--- config.mk ---
export PLATFORM = sky130hd
export DESIGN_NAME = hazard_controller_flat
export DESIGN_NICKNAME = d
export VERILOG_FILES = /design/src/rtl/hazard_controller_pkg.sv /design/src/rtl/hazard_controller_if.sv /design/src/rtl/hazard_controller_hazard_detect.sv /design/src/rtl/hazard_controller.sv /design/src/flat_wrapper.sv
export SDC_FILE = /design/constraint.sdc
export NUM_CORES = 1
export LEC_CHECK = 0
export CAP_MARGIN = 0
export CORE_ASPECT_RATIO = 1.1
export CORE_MARGIN = 4
export CORE_UTILIZATION = 45
export CTS_CLUSTER_DIAMETER = 80
export DETAILED_ROUTE_END_ITERATION = 6
export DONT_BUFFER_PORTS = 1
export GPL_ROUTABILITY_DRIVEN = 1
export HOLD_SLACK_MARGIN = 0.08
export PLACE_DENSITY = 0.61
export SLEW_MARGIN = 40
export SYNTH_ARGS = -nofsm -noshare
export SYNTH_HDL_FRONTEND = slang
export SYNTH_SLANG_ARGS = --single-unit
--- constraint.sdc ---
create_clock -name clk -period 7.05 [get_ports clk]
set_input_delay 1.41 -clock clk [delete_from_list [all_inputs] [get_ports clk]]
set_output_delay 1.41 -clock clk [all_outputs]
set_load 0.05 [all_outputs]
--- src/rtl/hazard_controller_pkg.sv ---
// Shared pipeline definitions: controller state encoding and register-0 constant.
package hazard_controller_pkg;

  typedef enum logic [1:0] {
    RUN      = 2'b00,
    MUL_BUSY = 2'b01,
    HALTED   = 2'b10
  } hazState_t;

  localparam logic [4:0] REG_ZERO = 5'd0;

endpackage

--- src/rtl/hazard_controller_if.sv ---
// Pipeline <-> hazard controller signal bundle; master is the pipeline, slave the controller.
interface hazard_controller_if;
  logic [4:0]  IdRs;
  logic [4:0]  IdRt;
  logic        IdUsesRt;
  logic        IdMul;
  logic        IdHalt;
  logic [4:0]  ExRt;
  logic        ExMemRead;
  logic        BranchTaken;
  logic        Resume;
  logic        ClrStats;
  logic        PcWrite;
  logic        IfIdWrite;
  logic        IdExWrite;
  logic        IfIdFlush;
  logic        IdExBubble;
  logic        ExMemBubble;
  logic        MulBusy;
  logic        Halted;
  logic [15:0] StallCount;

  modport master (
    output IdRs, IdRt, IdUsesRt, IdMul, IdHalt, ExRt, ExMemRead,
           BranchTaken, Resume, ClrStats,
    input  PcWrite, IfIdWrite, IdExWrite, IfIdFlush, IdExBubble,
           ExMemBubble, MulBusy, Halted, StallCount
  );

  modport slave (
    input  IdRs, IdRt, IdUsesRt, IdMul, IdHalt, ExRt, ExMemRead,
           BranchTaken, Resume, ClrStats,
    output PcWrite, IfIdWrite, IdExWrite, IfIdFlush, IdExBubble,
           ExMemBubble, MulBusy, Halted, StallCount
  );
endinterface

--- src/rtl/hazard_controller_hazard_detect.sv ---
// Combinational load-use compare between the load in EX and the instruction in ID.
module hazard_detect
  import hazard_controller_pkg::*;
(
  input  logic       ExMemRead,
  input  logic [4:0] ExRt,
  input  logic [4:0] IdRs,
  input  logic [4:0] IdRt,
  input  logic       IdUsesRt,
  output logic       LoadUse
);
  always_comb begin
    LoadUse = ExMemRead && (ExRt != REG_ZERO) &&
              ((ExRt == IdRs) || ((ExRt == IdRt) && IdUsesRt));
  end
endmodule

--- src/rtl/hazard_controller.sv ---
// Pipeline hazard controller: branch flush, load-use stall, multi-cycle multiply hold,
// halt/resume, and a saturating stall-cycle counter.
module hazard_controller
  import hazard_controller_pkg::*;
#(
  parameter int unsigned MUL_CYCLES = 4
) (
  input logic                clk,
  input logic                rst_n,
  hazard_controller_if.slave bus
);

  localparam logic [3:0] MUL_LOAD = 4'(MUL_CYCLES - 1);

  hazState_t   state, stateNext;
  logic [3:0]  mulCnt, mulCntNext;
  logic [15:0] stallCnt;
  logic        loadUse;
  logic        pcWrite, ifIdWrite, idExWrite;
  logic        ifIdFlush, idExBubble, exMemBubble;
  logic        stallInc;

  hazard_detect uDetect (
    .ExMemRead (bus.ExMemRead),
    .ExRt      (bus.ExRt),
    .IdRs      (bus.IdRs),
    .IdRt      (bus.IdRt),
    .IdUsesRt  (bus.IdUsesRt),
    .LoadUse   (loadUse)
  );

  always_ff @(posedge clk or negedge rst_n) begin
    if (!rst_n) begin
      state  <= RUN;
      mulCnt <= '0;
    end else begin
      state  <= stateNext;
      mulCnt <= mulCntNext;
    end
  end

  always_comb begin
    stateNext   = state;
    mulCntNext  = mulCnt;
    pcWrite     = 1'b1;
    ifIdWrite   = 1'b1;
    idExWrite   = 1'b1;
    ifIdFlush   = 1'b0;
    idExBubble  = 1'b0;
    exMemBubble = 1'b0;
    case (state)
      RUN: begin
        // The squashed ID instruction must not start a stall, halt or multiply.
        if (bus.BranchTaken) begin
          ifIdFlush  = 1'b1;
          idExBubble = 1'b1;
        end else if (loadUse) begin
          pcWrite    = 1'b0;
          ifIdWrite  = 1'b0;
          idExBubble = 1'b1;
        end else if (bus.IdHalt) begin
          pcWrite    = 1'b0;
          ifIdWrite  = 1'b0;
          idExBubble = 1'b1;
          stateNext  = HALTED;
        end else if (bus.IdMul) begin
          mulCntNext = MUL_LOAD;
          stateNext  = MUL_BUSY;
        end
      end
      MUL_BUSY: begin
        pcWrite     = 1'b0;
        ifIdWrite   = 1'b0;
        idExWrite   = 1'b0;
        exMemBubble = 1'b1;
        mulCntNext  = mulCnt - 4'd1;
        if (mulCnt == 4'd1) stateNext = RUN;
      end
      HALTED: begin
        pcWrite    = 1'b0;
        ifIdWrite  = 1'b0;
        idExBubble = 1'b1;
        if (bus.Resume) stateNext = RUN;
      end
      default: stateNext = RUN;
    endcase
  end

  assign stallInc = (state != HALTED) && !pcWrite;

  always_ff @(posedge clk or negedge rst_n) begin
    if (!rst_n)                stallCnt <= '0;
    else if (bus.ClrStats)     stallCnt <= '0;
    else if (stallInc && (stallCnt != '1)) stallCnt <= stallCnt + 16'd1;
  end

  assign bus.PcWrite     = pcWrite;
  assign bus.IfIdWrite   = ifIdWrite;
  assign bus.IdExWrite   = idExWrite;
  assign bus.IfIdFlush   = ifIdFlush;
  assign bus.IdExBubble  = idExBubble;
  assign bus.ExMemBubble = exMemBubble;
  assign bus.MulBusy     = (state == MUL_BUSY);
  assign bus.Halted      = (state == HALTED);
  assign bus.StallCount  = stallCnt;

endmodule

--- src/flat_wrapper.sv ---
// flat-port wrapper written by rule: the top's interface ports become plain ports
module hazard_controller_flat import hazard_controller_pkg::*;
#(
  parameter int unsigned MUL_CYCLES = 4
)
  (clk, rst_n, bus_IdRs, bus_IdRt, bus_IdUsesRt, bus_IdMul, bus_IdHalt, bus_ExRt, bus_ExMemRead, bus_BranchTaken, bus_Resume, bus_ClrStats, bus_PcWrite, bus_IfIdWrite, bus_IdExWrite, bus_IfIdFlush, bus_IdExBubble, bus_ExMemBubble, bus_MulBusy, bus_Halted, bus_StallCount);
  hazard_controller_if bus_i ();
  input logic clk;
  input logic rst_n;
  input wire logic [$bits(bus_i.IdRs)-1:0] bus_IdRs;
  input wire logic [$bits(bus_i.IdRt)-1:0] bus_IdRt;
  input wire logic [$bits(bus_i.IdUsesRt)-1:0] bus_IdUsesRt;
  input wire logic [$bits(bus_i.IdMul)-1:0] bus_IdMul;
  input wire logic [$bits(bus_i.IdHalt)-1:0] bus_IdHalt;
  input wire logic [$bits(bus_i.ExRt)-1:0] bus_ExRt;
  input wire logic [$bits(bus_i.ExMemRead)-1:0] bus_ExMemRead;
  input wire logic [$bits(bus_i.BranchTaken)-1:0] bus_BranchTaken;
  input wire logic [$bits(bus_i.Resume)-1:0] bus_Resume;
  input wire logic [$bits(bus_i.ClrStats)-1:0] bus_ClrStats;
  output wire logic [$bits(bus_i.PcWrite)-1:0] bus_PcWrite;
  output wire logic [$bits(bus_i.IfIdWrite)-1:0] bus_IfIdWrite;
  output wire logic [$bits(bus_i.IdExWrite)-1:0] bus_IdExWrite;
  output wire logic [$bits(bus_i.IfIdFlush)-1:0] bus_IfIdFlush;
  output wire logic [$bits(bus_i.IdExBubble)-1:0] bus_IdExBubble;
  output wire logic [$bits(bus_i.ExMemBubble)-1:0] bus_ExMemBubble;
  output wire logic [$bits(bus_i.MulBusy)-1:0] bus_MulBusy;
  output wire logic [$bits(bus_i.Halted)-1:0] bus_Halted;
  output wire logic [$bits(bus_i.StallCount)-1:0] bus_StallCount;
  assign bus_i.IdRs = bus_IdRs;
  assign bus_i.IdRt = bus_IdRt;
  assign bus_i.IdUsesRt = bus_IdUsesRt;
  assign bus_i.IdMul = bus_IdMul;
  assign bus_i.IdHalt = bus_IdHalt;
  assign bus_i.ExRt = bus_ExRt;
  assign bus_i.ExMemRead = bus_ExMemRead;
  assign bus_i.BranchTaken = bus_BranchTaken;
  assign bus_i.Resume = bus_Resume;
  assign bus_i.ClrStats = bus_ClrStats;
  assign bus_PcWrite = bus_i.PcWrite;
  assign bus_IfIdWrite = bus_i.IfIdWrite;
  assign bus_IdExWrite = bus_i.IdExWrite;
  assign bus_IfIdFlush = bus_i.IfIdFlush;
  assign bus_IdExBubble = bus_i.IdExBubble;
  assign bus_ExMemBubble = bus_i.ExMemBubble;
  assign bus_MulBusy = bus_i.MulBusy;
  assign bus_Halted = bus_i.Halted;
  assign bus_StallCount = bus_i.StallCount;
  hazard_controller #(.MUL_CYCLES(MUL_CYCLES)) u_core (.clk(clk), .rst_n(rst_n), .bus(bus_i));
endmodule
# [Word-level counts from Yosys, hierarchy flattened]
# Cells that the tools add are included.
[word_totals] regBits=22 input_bits=24
[classes] add_sub_neg=2 n_eq_ne=14 n_mux=26 reduce_logical=14
[op_table] cell="16-bit 2-to-1 mux" count=2
[op_table] cell="16-bit by 1-bit adder with 16-bit output (second input constant)" count=1
[op_table] cell="4-bit 2-to-1 mux" count=4
[op_table] cell="16-bit != test (second input constant)" count=1
[op_table] cell="2-bit 2-to-1 mux" count=6
[op_table] cell="2-bit != test (second input constant)" count=6
[op_table] cell="5-bit == test" count=2
[op_table] cell="1-bit 2-to-1 mux" count=10
[op_table] cell="5-bit AND reduction" count=2
[op_table] cell="4-bit one-hot mux with 2 select lines" count=1
[op_table] cell="2-bit one-hot mux with 3 select lines" count=1
[op_table] cell="1-bit logical AND" count=5
[op_table] cell="5-bit nonzero test" count=1
[op_table] cell="4-bit by 1-bit == test with 1-bit output (second input constant)" count=1
[op_table] cell="1-bit one-hot mux with 2 select lines" count=2
[op_table] cell="2-bit nonzero test" count=2
[op_table] cell="4-bit by 1-bit subtractor with 4-bit output (second input constant)" count=1
[op_table] cell="3-bit != test (second input constant)" count=1
[op_table] cell="2-bit by 1-bit == test with 1-bit output (second input constant)" count=1
[op_table] cell="2-bit == test (second input constant)" count=1
[op_table] cell="2-bit logical NOT" count=1
[op_table] cell="2-bit by 1-bit != test with 1-bit output (second input constant)" count=1
[op_table] cell="2-bit OR reduction" count=1
[op_table] cell="1-bit logical NOT" count=1
[op_table] cell="1-bit logical OR" count=1

# [Longest topological paths before layout]
# Gate-level depths: netlist of run 1.
[logic_depth] depth_word=12 depth_mapped=11 depth_no_buf=8

# [Modules after synthesis]
# Synthesis of run 1 repeated with hierarchy kept, for this count alone.
[unflattened] cells_unflattened=166 hier_area_um2=1503.9
[modules_own_cells] module="hazard_controller" instances=1 cells_each=149 area_per_inst_um2=1371.3
[modules_own_cells] module="hazard_detect" instances=1 cells_each=17 area_per_inst_um2=132.6

# [Least setup slack after synthesis of run 1]
# OpenSTA, ideal clock, no wires.
[synth_path] kind="input to output" start="input port bus_ExRt[0]" end="output port bus_PcWrite" arrival_time_ns=3.133 t_required_ns=5.640 slack_ns=2.507 cell_stages=6 n_path_buf=1 cell_sequence="or4_1 o21ai_1 nor2_1 nor2_1 o31a_1 buf_4"
[synth_between] elab_chain_len=7 elab_cells_between_ends=10
[synth_rtl] item="start: declaration" line="flat_wrapper.sv:15" rtl="input wire logic [$bits(bus_i.ExRt)-1:0] bus_ExRt;"
[synth_rtl] item="5-bit == test" line="hazard_controller_hazard_detect.sv:14" rtl="((ExRt == IdRs) || ((ExRt == IdRt) && IdUsesRt));"
[synth_rtl] item="1-bit logical AND" line="hazard_controller_hazard_detect.sv:14"
[synth_rtl] item="1-bit logical OR" line="hazard_controller_hazard_detect.sv:14"
[synth_rtl] item="1-bit logical AND *" line="hazard_controller_hazard_detect.sv:13" rtl="LoadUse = ExMemRead && (ExRt != REG_ZERO) &&"
[synth_rtl] item="1-bit 2-to-1 mux * (2 in series)"
[synth_rtl] item="1-bit one-hot mux with 2 select lines *"
[synth_rtl] item="end: declaration" line="flat_wrapper.sv:20" rtl="output wire logic [$bits(bus_i.PcWrite)-1:0] bus_PcWrite;"
# Every way passes the cells marked *; elsewhere a longest branch is shown, timed or not.

# [Final worst setup path of run 1]
[layout_path] start="input port bus_ExRt[0]" end="output port bus_IfIdWrite"
[layout_between] elab_chain_len=7 elab_cells_between_ends=10
[layout_rtl] item="5-bit == test" line="hazard_controller_hazard_detect.sv:14"
[layout_rtl] item="1-bit logical AND" line="hazard_controller_hazard_detect.sv:14"
[layout_rtl] item="1-bit logical OR" line="hazard_controller_hazard_detect.sv:14"
[layout_rtl] item="1-bit logical AND *" line="hazard_controller_hazard_detect.sv:13"
[layout_rtl] item="1-bit 2-to-1 mux *" line="hazard_controller.sv:57" rtl="end else if (loadUse) begin"
[layout_rtl] item="1-bit 2-to-1 mux *" line="hazard_controller.sv:54" rtl="if (bus.BranchTaken) begin"
[layout_rtl] item="1-bit one-hot mux with 2 select lines *" line="hazard_controller.sv:51" rtl="case (state)"
[layout_rtl] item="end: declaration" line="flat_wrapper.sv:21" rtl="output wire logic [$bits(bus_i.IfIdWrite)-1:0] bus_IfIdWrite;"
# Marked as above.

==> impl_metrics.csv, run 1 <==
group,metric,value,unit
placed_design,io_buffers,0,
floorplanning,fp.dieW,62.96,um
worst_setup_path,reg2reg_depth,9,
floorplanning,dieArea,4310,um^2
floorplanning,io-pin-count,48,
logic_synthesis,async_reset_ff_share,100.0,%
sta,tightest_slew,0.6599,ns
cts,post_cts_buffers,0,
routing,drtIter0Drc,105,
logic_synthesis,synth_flop_cell,"dfrtp_1",
power,p_per_area,324.9,nW/um^2
routing,drc,0,
logic_synthesis,syn_nets,206,
logic_synthesis,netlist_instances,176,
power,p_leak,0.5874,nW
worst_setup_path,crit_path_start_kind,"input pin",
logic_synthesis,yosys_register_bits,22,
sta,fin_ws,2.640,ns
logic_synthesis,synth_mux_area_share,2.845,%
power,swShare,50.97,%
routing,viasPerCell,6.173,
grt,met2_usage,27.54,%
worst_setup_path,required,5.64,ns
hold_path,whs_path_depth,1,
logic_synthesis,synth-simple-area-share,22.85,%
cts,cts-resized-gates,0,
placed_design,place_area,1503,um^2
logic_synthesis,synth_common_cells,"dfrtp_1, a21oi_1, inv_1",
cts,clock-root-buffer,"clkbuf_4",
placed_design,dp_cells,204,
floorplanning,die_h,68.46,um
sta,rsz0062_at_grt,"false",
logic_synthesis,synth_compound_area_share,18.83,%
grt,grt_max_degree,31,
final_layout,final_core_util,49.22,%
worst_setup_path,arrival,3.00,ns
worst_setup_path,critPathCaptureType,"primary output",
logic_synthesis,synth.cell_area,1495,um^2
sta,fin_worst_skew,0.001602,ns
routing,ant_nets,0,
logic_synthesis,synth-edff-count,0,
worst_setup_path,r2r_slack,4.40,ns
status,status,"finished, final reports clean",
routing,detail_route.wl_per_cell,16.03,um
logic_synthesis,synth_top_family_by_area,"simple AND/OR/NAND/NOR gates",
cts,cts_tree,"yes",
final_layout,drive_gt1_share,6.897,%
final_layout,antenna_cells,0,
cts,clockBufferDepth,2,
final_layout,layout.nets,205,
grt,gr-max-usage-layer,"met2",
grt,antenna_found_initial,0,
hold_path,worstHoldStart,"u_core.mulCnt[1]",
final_layout,fin_area,1539,um^2
logic_synthesis,synth_area_leaders,"dfrtp_1, xnor2_1, a21oi_1",
sta,relSlewSlack,55.63,%
sta,hold_ws,0.5283,ns
worst_setup_path,crit_type,"input pin to primary output",
sta,fin_crit_sh,62.56,%
placed_design,dp_hpwl,2.512,mm
power,peakVddDrop,0.1113,mV
sta,setup_viol,0,
cts,htreeDepth,1,
floorplanning,core-area,3127,um^2
logic_synthesis,yosysSeqAreaShare,36.82,%
sta,min_period,4.410,ns
sta,slew_violations,0,
hold_path,hold_path_end,"u_core.mulCnt[1]",
logic_synthesis,synthDistinctLibCells,37,
hold_path,min_path_type,"register to register",
grt,grt_overflow,0,
power,fin_total_pwr,0.5000,mW
power,p_switching,0.2548,mW
logic_synthesis,syn_area_per_cell,8.495,um^2
cts,cts_hold_buffers,0,
routing,vias,1284,
power,clkPwrFrac,14.1,%
cts,cts_buffers,3,
floorplanning,rows,21,
placed_design,gp_congestion,0.7826,
grt,met3_usage,3.941,%
grt,grt_pass1_wl,5.471,mm
grt,grt_use_met1,18.66,%
worst_setup_path,timing.rr.end,"u_core.bus.StallCount[6]",
flow_run,drv_cap,0,
worst_setup_path,worst-path-max-fanout,4,
power,p_comb_share,51.8,%
logic_synthesis,synth_warnings,0,
logic_synthesis,yosysMostFrequentCell,"dfrtp_1",
power,power_frac_seq,34.1,%
sta,hold_viol,0,
power,p_int,0.2451,mW
logic_synthesis,synth_fa_ha_area_share,5.021,%
routing,drt-total-wl,3.335,mm
cts,clock-sinks,22,
floorplanning,initial_core_util,47.82,%
logic_synthesis,synth-xor-area-share,6.444,%
worst_setup_path,r2r_start,"u_core.state[0]",
sta,clock.fmax,0.2267,GHz
grt,grt_pass1_vias,1235,
routing,dr.pass1.iters,5,
cts,path_clk_slew,0.12,ns
logic_synthesis,synth_top_area_cell,"dfrtp_1",
logic_synthesis,yosysTopAreaCellShare,36.82,%
final_layout,stdcell_count,208,
placed_design,place_ws,2.689,ns
grt,grtUsageTotal,15.59,%
cts,clkLatencyLatePin,0.30,ns
final_layout,area_growth,2.929,%
sta,setup_tns,0,ns
## critical path, stage by stage
cell     delay [ns]
or4_1          0.51
o21ai_1        0.29
nor2_1         0.14
nor2_1         0.15
o31a_2         0.50
## per-layer routing
layer	routed length, um	vias to the layer above
met5	0	-
met4	33	0
met3	219	4
met2	1694	35
met1	1387	621
li1	-	624
## how the worst max path moves through the flow
stage,startpoint,end,slack [ns],cells past startpoint
after global placement,bus_ExRt[0],bus_IfIdWrite,2.38,5
after detailed placement,bus_ExRt[0],bus_PcWrite,2.69,5
final,bus_ExRt[0],bus_IfIdWrite,2.64,5
after floorplan,bus_ExRt[0],bus_PcWrite,2.51,6
after CTS,bus_ExRt[0],bus_PcWrite,2.68,5
after global routing,bus_ExRt[0],bus_IfIdWrite,2.54,5
## state kept, by name (all words and copies together), names as in the netlist
register / count
u_core.bus.StallCount: 16
u_core.state: 2
u_core.mulCnt: 4
## logic make-up after synthesis
group | after synthesis
muxes | 4
and+or+nand+nor | 65
xor gates and xnor gates | 11
AOI/OAI and AO/OA | 45
DFF | 22
buffers and inverters | 23
adders and majority gates | 6
## cell usage in the layout (no fill, tap or decap), types with 3 or more instances in the layout
cell	instances
inv_1	15
o21ai_0	10
a21oi_1	15
o31ai_1	7
nand3_1	14
nand2_1	10
dfrtp_1	22
nand4_1	4
nand2b_1	3
or4_1	6
xnor2_1	10
ha_1	6
clkbuf_4	3
nor2_1	12
or3_1	11
## power groups by stage
stage	sequential, mW	combinational, mW	clock (mW)
2_1_floorplan	0.169	0.243	0
3_3_place_gp	0.173	0.252	0
3_5_place_dp	0.173	0.257	0
4_1_cts	0.170	0.258	0.0729
5_1_grt	0.173	0.282	0.0771
6_report	0.171	0.259	0.0703
## layout make-up
class | instances | area, um^2
Clock buffer | 4 | 36.28
Fill cell | 313 | 1588
Inverter | 15 | 56.30
Multi-Input combinational cell | 131 | 838.3
Sequential cell | 22 | 550.5
Tap cell | 34 | 42.54
Timing Repair Buffer | 2 | 15.01
Power figures use the tool's default switching activity.
==> run 2: changes to the inputs <==
==> constraint.sdc (replaced) <==
create_clock -name clk -period 4.4 [get_ports clk]
set_input_delay 0.88 -clock clk [delete_from_list [all_inputs] [get_ports clk]]
set_output_delay 0.88 -clock clk [all_outputs]
set_load 0.05 [all_outputs]
==> run 2 against run 1 <==
Compared with the run above: worst setup slack worse by 1.5 ns; via count is 1.4% higher; power is 62% higher; register-to-register slack worse by 2.7 ns; final area is 0.41% higher; die area stayed put; flip-flop and latch count stayed put; core utilization is 0.20 points higher; critical endpoint is now bus_IdExBubble.
==> impl_metrics.csv, run 2 (synthesis gave the netlist of run 1 again) <==
group,metric,value,unit
status,status,"finished, final reports clean",
grt,grt_overflow,0,
placed_design,dp_hpwl,2.535,mm
grt,grt_pass1_wl,5.457,mm
sta,hold_viol,0,
flow_run,drv_cap,0,
routing,drt-total-wl,3.377,mm
routing,drtIter0Drc,130,
cts,cts-resized-gates,0,
final_layout,antenna_cells,0,
final_layout,fin_area,1545,um^2
hold_path,min_path_type,"input pin to asynchronous set/reset pin",
sta,fin_crit_sh,74.79,%
sta,tightest_slew,0.6318,ns
cts,cts_tree,"yes",
floorplanning,core-area,3127,um^2
worst_setup_path,critPathCaptureType,"primary output",
power,p_leak,0.5914,nW
placed_design,io_buffers,0,
final_layout,final_cell_mix,"dfrtp_1, inv_1, a21oi_1",
sta,min_period,3.291,ns
floorplanning,die_h,68.46,um
routing,vias,1302,
routing,wirelength_met1,1.389,mm
sta,relSlewSlack,57.52,%
final_layout,multi_input_area,837.1,um^2
routing,detail_route.wl_per_cell,16.16,um
cts,htreeDepth,1,
grt,antenna_found_initial,0,
cts,clock-sinks,22,
cts,clkLatencyLatePin,0.31,ns
power,p_per_area,524.7,nW/um^2
sta,slew_violations,0,
floorplanning,fp.dieW,62.96,um
worst_setup_path,crit_path_start_kind,"input pin",
routing,met2_wirelength,1.720,mm
power,peakVddDrop,0.1888,mV
final_layout,drive_gt1_share,6.857,%
final_layout,area_growth,3.347,%
final_layout,largest_register_ffs,16,
worst_setup_path,arrival,2.41,ns
cts,clockBufferDepth,2,
sta,setup_tns,0,ns
cts,path_clk_slew,0.13,ns
routing,ant_nets,0,
final_layout,stdcell_count,209,
routing,dr.pass1.iters,4,
routing,viasPerCell,6.230,
grt,grt_pass1_vias,1260,
sta,setup_viol,0,
routing,top_layer,"met4",
sta,clock.fmax,0.3039,GHz
final_layout,final_common_cell,"dfrtp_1",
worst_setup_path,crit_type,"input pin to primary output",
floorplanning,initial_core_util,47.82,%
sta,rsz0062_at_grt,"false",
final_layout,fill_cells,299,
power,fin_total_pwr,0.8107,mW
placed_design,place_area,1509,um^2
floorplanning,dieArea,4310,um^2
cts,cts_buffers,3,
grt,grt_max_degree,31,
placed_design,dp_cells,205,
sta,fin_worst_skew,0.006890,ns
cts,clock-root-buffer,"clkbuf_4",
worst_setup_path,required,3.52,ns
routing,wl_met3,246,um
floorplanning,io-pin-count,48,
routing,drc,0,
grt,grtUsageTotal,15.68,%
final_layout,layout.nets,206,
final_layout,regArea,550.5,um^2
worst_setup_path,worst-path-max-fanout,4,
cts,cts_hold_buffers,0,
floorplanning,rows,21,
cts,post_cts_buffers,0,
placed_design,gp_congestion,0.7709,
==> run 2: changes by cell type in the layout (fill, tap and decap cells not counted), sizes merged <==
cell | before | now
buf | 2 | 3
==> run 2: area by class of cell <==
cell class	count	area share [%]
inverters	15	3.644
clock buffers	4	2.348
multi-input cells	131	54.17
well taps	34	2.753
flip-flops and latches	22	35.63
repair buffers	3	1.457
==> run 2: path summary, 6_finish.rpt <==
check / from / endpoint / slack (ns) / depth (start not counted)
max in group asynchronous: rst_n / u_core.bus.StallCount[4] / 4.07 / 0
max: bus_ExRt[0] / bus_IdExBubble / 1.11 / 5
min in group clk: u_core.mulCnt[1] / u_core.mulCnt[1] / 0.52 / 1
min: rst_n / u_core.bus.StallCount[11] / 0.24 / 0
min reg2reg: u_core.mulCnt[1] / u_core.mulCnt[1] / 0.52 / 1
max reg2reg: u_core.state[0] / u_core.bus.StallCount[6] / 1.72 / 9
==> run 2: stage by stage <==
| step | hold WS [ns] | worst slack, ns | util (%) |
|---|---|---|---|
| 3_3_place_gp | 0.4957 | 1.209 | 48.26 |
| 2_1_floorplan | 0.4817 | 0.9170 | - |
| 6_report | 0.2430 | 1.109 | 49.42 |
| 3_5_place_dp | 0.4985 | 1.103 | 48.26 |
| 5_1_grt | 0.2179 | 0.9819 | 49.42 |
| 4_1_cts | 0.2371 | 1.102 | 49.42 |
==> run 2: critical path: stages <==
cell and delay (ns):
or4_1 0.51, o21ai_1 0.28, nor2_1 0.13, o31ai_1 0.24, nand2b_1 0.36
==> run 2: layer usage <==
layer / vias to the layer above / track usage (%)
met5: - / 0
met2: 40 / 28.72
met1: 631 / 17.71
li1: 629 / -
met3: 2 / 3.941
met4: 0 / 6.061
==> run 2: report_power, final <==
part           internal (mW)  leakage [nW]  switching, mW
Combinational          0.120         0.276          0.303
Clock                 0.0505        0.0210         0.0633
Sequential             0.227         0.295         0.0462
